--- src/rtl/aurora_pkg.sv ---
`default_nettype none
// ============================================================================
// Module : aurora_pkg
// Brief  : Shared constants and symbol encoding for the multilane idle generator.
// Rev    : 1.0  initial release
// ============================================================================
package aurora_pkg;

   localparam int           c_lfsr_w            = 8;
   // x^8+x^6+x^5+x^4+1 as a shift-left Fibonacci tap mask (bits 7,5,4,3)
   localparam logic [7:0]   c_lfsr_taps         = 8'hB8;
   localparam logic [4:0]   c_a_base            = 5'd16;
   localparam int           c_cc_period_default = 5000;
   localparam int           c_cc_len_default    = 6;

   typedef enum logic [2:0] {
      SYM_NONE,
      SYM_K,
      SYM_A,
      SYM_R,
      SYM_CC
   } idle_sym_t;

endpackage
`default_nettype wire

--- src/rtl/aurora_lfsr.sv ---
`default_nettype none
// ============================================================================
// Module : aurora_lfsr
// Brief  : Free-running Fibonacci LFSR with seed load on reset and step enable.
// Rev    : 1.0  initial release
// ============================================================================
module aurora_lfsr
   import aurora_pkg::*;
#(
   parameter int               WIDTH = c_lfsr_w,
   parameter logic [WIDTH-1:0] SEED  = WIDTH'(8'hA5),
   parameter logic [WIDTH-1:0] TAPS  = WIDTH'(c_lfsr_taps)
) (
   input  logic             clk,
   input  logic             rst,
   input  logic             en,
   output logic [WIDTH-1:0] state
);

   always_ff @(posedge clk) begin
      if (rst) begin
         state <= SEED;
      end else if (en) begin
         state <= {state[WIDTH-2:0], ^(state & TAPS)};
      end
   end

endmodule
`default_nettype wire

--- src/rtl/multilane_idle_generator.sv ---
`default_nettype none
// ============================================================================
// Module : multilane_idle_generator
// Brief  : Per-lane /K/ /A/ /R/ idle symbol requests with periodic CC bursts.
// Rev    : 1.0  initial release
// ============================================================================
module multilane_idle_generator
   import aurora_pkg::*;
#(
   parameter int         LANES     = 2,
   parameter logic [7:0] LFSR_SEED = 8'hA5,
   parameter int         CC_PERIOD = c_cc_period_default,
   parameter int         CC_LEN    = c_cc_len_default
) (
   input  logic             clk,
   input  logic             rst,
   input  logic             send_idle,
   output logic [LANES-1:0] send_K,
   output logic [LANES-1:0] send_A,
   output logic [LANES-1:0] send_R,
   output logic [LANES-1:0] send_CC,
   output logic             cc_active
);

   localparam int             c_pw          = (CC_PERIOD > 1) ? $clog2(CC_PERIOD) : 1;
   localparam logic [c_pw-1:0] c_period_last = c_pw'(CC_PERIOD - 1);

   typedef enum logic [0:0] {
      ST_RUN,
      ST_CC
   } state_t;

   state_t          r_state;
   logic [3:0]      r_cc_left;
   logic [c_pw-1:0] r_period;
   logic [4:0]      r_a_cnt;
   logic [7:0]      w_lfsr;
   logic            w_lfsr_unused;
   logic            w_cc_start;
   logic            w_cc_busy;
   logic            w_idle_ok;
   logic            w_emit_a;
   idle_sym_t       w_sym [LANES];

   aurora_lfsr #(
      .WIDTH (c_lfsr_w),
      .SEED  (LFSR_SEED),
      .TAPS  (c_lfsr_taps)
   ) u_lfsr (
      .clk   (clk),
      .rst   (rst),
      .en    (1'b1),
      .state (w_lfsr)
   );

   assign w_lfsr_unused = ^w_lfsr;

   // w_cc_busy is the burst state the outputs will show after this edge
   assign w_cc_start = (r_period == c_period_last);
   assign w_cc_busy  = w_cc_start || ((r_state == ST_CC) && (r_cc_left != 4'd0));
   assign w_idle_ok  = send_idle && !w_cc_busy;
   assign w_emit_a   = w_idle_ok && (r_a_cnt == 5'd0);

   for (genvar i = 0; i < LANES; i++) begin : g_lane
      localparam int c_bit = i % c_lfsr_w;
      assign w_sym[i] = w_cc_busy      ? SYM_CC   :
                        !send_idle     ? SYM_NONE :
                        w_emit_a       ? SYM_A    :
                        w_lfsr[c_bit]  ? SYM_K    : SYM_R;
   end

   always_ff @(posedge clk) begin
      if (rst) begin
         r_state   <= ST_RUN;
         r_cc_left <= 4'd0;
         r_period  <= '0;
         r_a_cnt   <= 5'd0;
         cc_active <= 1'b0;
      end else begin
         r_period  <= (r_period == c_period_last) ? '0 : r_period + 1'b1;
         cc_active <= w_cc_busy;
         case (r_state)
            ST_RUN: begin
               if (w_cc_start) begin
                  r_state   <= ST_CC;
                  r_cc_left <= 4'(CC_LEN - 1);
               end
            end
            ST_CC: begin
               if (r_cc_left == 4'd0) begin
                  r_state <= ST_RUN;
               end else begin
                  r_cc_left <= r_cc_left - 4'd1;
               end
            end
            default: r_state <= ST_RUN;
         endcase
         // The A spacing only counts idle cycles that actually emit a symbol
         if (w_idle_ok) begin
            r_a_cnt <= w_emit_a ? (c_a_base + {1'b0, w_lfsr[3:0]}) : (r_a_cnt - 5'd1);
         end
      end
   end

   always_ff @(posedge clk) begin
      if (rst) begin
         send_K  <= '0;
         send_A  <= '0;
         send_R  <= '0;
         send_CC <= '0;
      end else begin
         for (int i = 0; i < LANES; i++) begin
            send_K[i]  <= (w_sym[i] == SYM_K);
            send_A[i]  <= (w_sym[i] == SYM_A);
            send_R[i]  <= (w_sym[i] == SYM_R);
            send_CC[i] <= (w_sym[i] == SYM_CC);
         end
      end
   end

endmodule
`default_nettype wire

--- config.mk ---
export PLATFORM = sky130hd
export DESIGN_NAME = multilane_idle_generator
export DESIGN_NICKNAME = d
export VERILOG_FILES = /design/src/rtl/aurora_pkg.sv /design/src/rtl/aurora_lfsr.sv /design/src/rtl/multilane_idle_generator.sv
export SDC_FILE = /design/constraint.sdc
export NUM_CORES = 1
export LEC_CHECK = 0
export ABC_AREA = 1
export CAP_MARGIN = 20
export CORE_MARGIN = 10
export CORE_UTILIZATION = 36
export CTS_BUF_LIST = sky130_fd_sc_hd__clkbuf_2 sky130_fd_sc_hd__clkbuf_4 sky130_fd_sc_hd__clkbuf_8
export CTS_CLUSTER_DIAMETER = 40
export DETAILED_ROUTE_END_ITERATION = 10
export PLACE_DENSITY = 0.54
export SYNTH_ARGS = -nofsm -noshare
export SYNTH_HDL_FRONTEND = slang
export SYNTH_HIERARCHICAL = 1
export SYNTH_SLANG_ARGS = --single-unit
--- constraint.sdc ---
create_clock -name clk -period 1.71 [get_ports clk]
set_input_delay 0.4275 -clock clk [delete_from_list [all_inputs] [get_ports clk]]
set_output_delay 0.4275 -clock clk [all_outputs]
set_load 0.02 [all_outputs]
==> qor.csv, run 1 <==
metric,value,unit
status,finished clean,
critPathRequiredTime,1.28,ns
crit_buf_inv,1,
internal_power,1.72,mW
cpPeakStageDelay,0.61,ns
post-route-period-util,97.1,%
synthAdderAreaFrac,3.58,%
crit_chain,clkdlybuf4s50_1,
clkSinkCount,39,
grt_pass1_vias,1376,
power,2.46,mW
core_area,4720,sq um
crit_slowest_cell,clkdlybuf4s50_1,
cts_buffers,5,
antenna_found_initial,0,
syn_inst,231,
io_pins,12,
grtUsageTotal,9.41,%
fmax,0.603,GHz
synth_top_family_by_area,simple AND/OR/NAND/NOR gates,
cts_tree,yes,
rsz0062_at_grt,no,
via_count,1393,
crit_path_start_kind,register,
layout_min_cycle_time,1.66,ns
syn_area,1750,sq um
clkTransAtPathRegs,0.08,ns
syn_to_final_growth,19.6,%
p_per_area,1180,nW/um^2
met3_usage,3.16,%
start_util,37.0,%
synth-xor-area-share,4.52,%
endpoint_kind,primary output,
remaining_drc_errors,0,
die_area,8030,sq um
path_class,reg -> out,
final-hold-violation-count,0,
seqPwrFrac,43.9,%
die_w,89.6,microns
gp_congestion,0.821,
totalWireLength,3.31,mm
synth.avg_cell_area,7.56,sq um
synthTopCellsByArea,"dfxtp_1 (45%), nand2_1 (9.9%), inv_1 (6.9%)",
cp_max_fo,2,
yosysWarnings,6,
routedWlPerCell,10.3,microns
yosysTopAreaCell,dfxtp_1,
vdd_drop_max,0.000567,V
htreeDepth,2,
cp.arrival,1.23,ns
clk_path_buf_depth,2,
p_sw,0.749,mW
yosysSeqAreaShare,44.7,%
rows,25,
cts-root-buf,clkbuf_8,
swShare,30.4,%
final.setup_skew,0.00753,ns
p_leak,0.879,nW
drt-pass1-iter-count,4,
drt_iter0_drc,94,
vias_per_cell,4.33,
dp_hpwl,2.50,mm
grt.met1_usage,11.5,%
setup_tns,0,ns
final_nets,262,
cp_top_family,buffers and inverters,
startpoint,send_CC[1]$_SDFF_PP0_,
io_buffers,11,
drive_gt1_share,11.4,%
drtAntennaViolNets,0,
slew_viol_final,0,
combPwrFrac,24.8,%
ys_ff_latch,39,
synth_compound_area_share,9.89,%
hp-class,reg -> reg,
grt_max_degree,18,
cap_violations,0,
setup_viol,0,
global_route.usage.met2,14.2,%
rr_startpoint,r_period[0]$_SDFF_PP0_,
synth_mux_area_share,0,%
synth.top_cell.area_share,44.7,%
die_h,89.6,microns
grt_remaining_overflow,0,
pwr-share-clk,31.3,%
clkLatencyLatePin,0.30,ns
diodes,0,
holdWs,0.448,ns
grt_pass1_wl,5.91,mm
top_usage_layer,met2,
synth-simple-area-share,27.5,%
synth_cell_types,33,
hp-start,r_period[0]$_SDFF_PP0_,
timing repair:
item / 4_1_cts / 5_1_grt
hold buffers: 0 / 0
hold endpoints to repair: 0 / 0
buffers inserted: 0 / 1
resized for setup: 0 / 3
setup endpoints to repair: 0 / 12
metal layers:
layer,up-vias,wire length [microns],part of all wire [%]
met5,-,0,0
met4,0,76,2.3
met3,7,127,3.8
met2,15,1440,44
met1,598,1670,50
li1,773,-,-
kinds of logic (layout without fill, tap and decap cells):
kind of cell               after synthesis  count (layout)
and+or+nand+nor                        106             106
xor gates and xnor gates                 9               9
adders and majority gates                5               5
buffers and inverters                   39              61
AOI/OAI and AO/OA                       32              32
other                                    1               3
DFF                                     39              39
synth_stat cells:
cell	n
nor4_1	1
nand3_2	2
nand4_1	6
clkbuf_1	1
o211ai_1	1
clkbuf_8	1
ha_1	5
inv_1	32
o21ai_1	4
inv_2	3
conb_1	1
or2_0	1
buf_4	1
nor3b_1	1
a31oi_1	1
o21bai_1	1
nand2_1	46
nor3b_2	1
nor2_1	28
nor2_2	1
xor2_1	7
nand2_2	2
nand3_1	11
xnor2_1	2
dfxtp_1	39
a21oi_2	1
a21oi_1	16
buf_6	1
nor3_1	4
o21ai_0	7
or2_2	1
o31ai_1	1
nor2_4	1
cell usage in the layout, fill, tap and decap left out, types with 6 or more instances in the layout:
master,instances
clkdlybuf4s50_1,11
nand4_1,6
buf_4,7
nand2_1,45
nor2_1,27
o21ai_0,7
a21oi_1,16
inv_1,32
xor2_1,7
dfxtp_1,39
nand3_1,11
final timing paths:
path                                          endpoint  slack (ns)  cells after the start
worst max register to register  r_period[2]$_SDFF_PP0_        0.19                      7
worst min-delay path            r_period[0]$_SDFF_PP0_        0.45                      1
worst max-delay path                        send_CC[0]        0.05                      1
worst min register to register  r_period[0]$_SDFF_PP0_        0.45                      1
flip-flops by register name, summed over array words and instances (netlist names):
signal and flops:
send_CC 1, send_K 2, send_A 2, r_state 1
cc_active 1, r_period 13, u_lfsr/state 8, send_R 2
r_cc_left 4, r_a_cnt 5
through the flow:
step,setup WS (ns),std cells,utilization [%],instance area (sq um)
6_report,0.0502,322,44.2,2090
5_1_grt,0.00168,322,44.2,2090
4_1_cts,0.0276,321,43.8,2070
3_5_place_dp,0.0286,313,41.4,1960
3_3_place_gp,0.0115,313,41.4,1960
2_1_floorplan,0.381,233,-,1750
power by group through the flow:
stage	clock, mW	combinational (mW)	sequential (mW)
4_1_cts	0.798	0.603	1.08
6_report	0.771	0.611	1.08
2_1_floorplan	0	0.418	1.12
5_1_grt	0.829	0.720	1.10
3_5_place_dp	0	0.603	1.10
3_3_place_gp	0	0.596	1.10
cell type report:
class	instances	area, sq um
sequential	39	781
multi-input combinational	155	817
inverter	35	131
clock buffer	5	68.8
fill	474	2640
tap	67	83.8
timing repair buffer	18	163
clock inverter	3	43.8
Power figures use the tool's default switching activity.
==> inputs of run 2 (changes only) <==
--- a/config.mk
+++ b/config.mk
@@ -9,7 +9,6 @@
 export CAP_MARGIN = 20
 export CORE_MARGIN = 10
 export CORE_UTILIZATION = 36
-export CTS_BUF_LIST = sky130_fd_sc_hd__clkbuf_2 sky130_fd_sc_hd__clkbuf_4 sky130_fd_sc_hd__clkbuf_8
 export CTS_CLUSTER_DIAMETER = 40
 export DETAILED_ROUTE_END_ITERATION = 10
 export PLACE_DENSITY = 0.54
==> results of run 2 <==
Same layout as run 1: the final DEF is identical, and so are final timing and power.
==> inputs of run 3 (changes only) <==
--- a/config.mk
+++ b/config.mk
@@ -8,10 +8,11 @@
 export ABC_AREA = 1
 export CAP_MARGIN = 20
 export CORE_MARGIN = 10
-export CORE_UTILIZATION = 36
+export CORE_UTILIZATION = 40
 export CTS_CLUSTER_DIAMETER = 40
 export DETAILED_ROUTE_END_ITERATION = 10
-export PLACE_DENSITY = 0.54
+export PLACE_DENSITY = 0.59
+export SKIP_CTS_REPAIR_TIMING = 1
 export SYNTH_ARGS = -nofsm -noshare
 export SYNTH_HDL_FRONTEND = slang
 export SYNTH_HIERARCHICAL = 1
==> run 3 against run 2 <==
Die area decreased by 7.8%. Critical path depth unchanged. Final cell count decreased by 5.6%. Critical endpoint is now send_CC[1]. Non-clock buffer count decreased by 1. Highest routed layer unchanged. Combinational power about the same. Largest cell class unchanged. Maximum frequency increased by 0.32%. Sequential power about the same. Global-route usage about the same. First-iteration DRC count decreased by 9.6%. Worst setup slack improved by 0.0054 ns. Wire length decreased by 3.9%. Clock-buffer cell count increased by 1.
==> qor.csv, run 3 (same netlist as run 1, synthesis figures left out) <==
metric,value,unit,change
setup_viol,0,,unchanged
final_cell_mix,"nand2_1 (44), dfxtp_1 (39), inv_1 (32)",,
critPathRequiredTime,1.28,ns,about the same
post-route-period-util,96.7,%,-0.31 points
largestRegisters,"r_period (13), u_lfsr/state (8), r_a_cnt (5)",,
routedWlPerCell,10.5,microns,+1.8%
min_path_cells,1,,unchanged
cp_num_cells,1,,unchanged
cap_violations,0,,unchanged
die_h,86.1,microns,-4.0%
grt_max_degree,18,,unchanged
drive_gt1_share,10.6,%,-0.74 points
setup_slack,0.0556,ns,+0.00536 ns
grt_pass1_wl,5.70,mm,-3.5%
holdWs,0.447,ns,-0.000732 ns
cts-root-buf,clkbuf_8,,
totalWireLength,3.18,mm,-3.9%
cp_top_family,buffers and inverters,,
drt-pass1-iter-count,4,,unchanged
grtUsageTotal,9.44,%,+0.028 points
slew_viol_final,0,,unchanged
setup_tns,0,ns,unchanged
via_count,1436,,+3.1%
power,2.59,mW,+5.2%
syn_to_final_growth,18.9,%,
final_nets,261,,-0.38%
die_w,86.1,microns,-4.0%
core_area,4120,sq um,-13%
drtAntennaViolNets,0,,unchanged
largest-register,r_period,,
crit_slowest_cell,clkdlybuf4s50_1,,
crit_buf_inv,1,,unchanged
crit_chain,clkdlybuf4s50_1,,
vdd_drop_max,0.000633,V,+12%
clkTransAtPathRegs,0.08,ns,about the same
reg2reg_depth,8,,+1
antenna_found_initial,0,,unchanged
p_leak,0.900,nW,+2.4%
clkLatencyLatePin,0.30,ns,about the same
htreeDepth,2,,unchanged
cp.arrival,1.23,ns,about the same
fmax,0.604,GHz,+0.32%
remaining_drc_errors,0,,unchanged
die_area,7410,sq um,-7.8%
hp-class,reg -> reg,,
crit_path_start_kind,register,,
cp_max_fo,2,,unchanged
endpoint_kind,primary output,,
largest_register_ffs,13,,unchanged
layout_commonest_cell,nand2_1,,
gp_congestion,0.792,,-3.5%
dp_slack,0.0149,ns,-0.0138 ns
grt_pass1_vias,1301,,-5.5%
clk_path_buf_depth,2,,unchanged
grt_remaining_overflow,0,,unchanged
diodes,0,,unchanged
path_class,reg -> out,,
rsz0062_at_grt,no,,
io_pins,12,,unchanged
cpPeakStageDelay,0.60,ns,about the same
layout_min_cycle_time,1.65,ns,-0.00536 ns
p_per_area,1250,nW/um^2,+5.9%
start_util,42.4,%,+5.5 points
clkSinkCount,39,,unchanged
io_buffers,11,,unchanged
drt_iter0_drc,85,,-9.6%
cts_tree,yes,,
rows,23,,-8.0%
status,finished clean,,
dp_hpwl,2.38,mm,-4.7%
final.setup_skew,0.00776,ns,+0.000223 ns
cts_buffers,5,,unchanged
vias_per_cell,4.72,,+9.2%
final-hold-violation-count,0,,unchanged
## run 3: per-stage QoR
step | cells | cell area (sq um) | util (%)
after floorplan | 233 | 1750 | -
after global placement | 295 | 1930 | 46.8
after detailed placement | 295 | 1930 | 46.8
after CTS | 303 | 2060 | 50.0
after global routing | 304 | 2070 | 50.4
final | 304 | 2070 | 50.4
## run 3: path summary, 6_finish.rpt
kind                           from                      end  slack [ns]
max           send_CC[1]$_SDFF_PP0_               send_CC[1]        0.06
min          r_period[0]$_SDFF_PP0_   r_period[0]$_SDFF_PP0_        0.45
max reg2reg  r_period[0]$_SDFF_PP0_  r_a_cnt[1]$_SDFFE_PP0P_        0.18
min reg2reg  r_period[0]$_SDFF_PP0_   r_period[0]$_SDFF_PP0_        0.45
## run 3: metal layers
metal / global-route usage [%] / share of wire (%) / wire length, microns / vias up
met4: 6.29 / 2.7 / 86 / 0
li1: - / - / - / 771
met5: 0 / 0 / 0 / -
met1: 12.2 / 52 / 1660 / 634
met2: 12.8 / 39 / 1240 / 24
met3: 3.22 / 6.0 / 192 / 7
## run 3: layout make-up
cell class,count,area [sq um]
sequential,39,781
clock buffer,6,72.6
multi-input combinational,155,810
tap,50,62.6
timing repair buffer,17,158
inverter,35,131
fill,416,2040
clock inverter,2,60.1
## run 3: power breakdown
group | switching [mW] | internal [mW] | leakage, nW | total, mW
Clock | 0.323 | 0.583 | 0.0654 | 0.906
Combinational | 0.340 | 0.268 | 0.516 | 0.608
Sequential | 0.0652 | 1.01 | 0.319 | 1.08
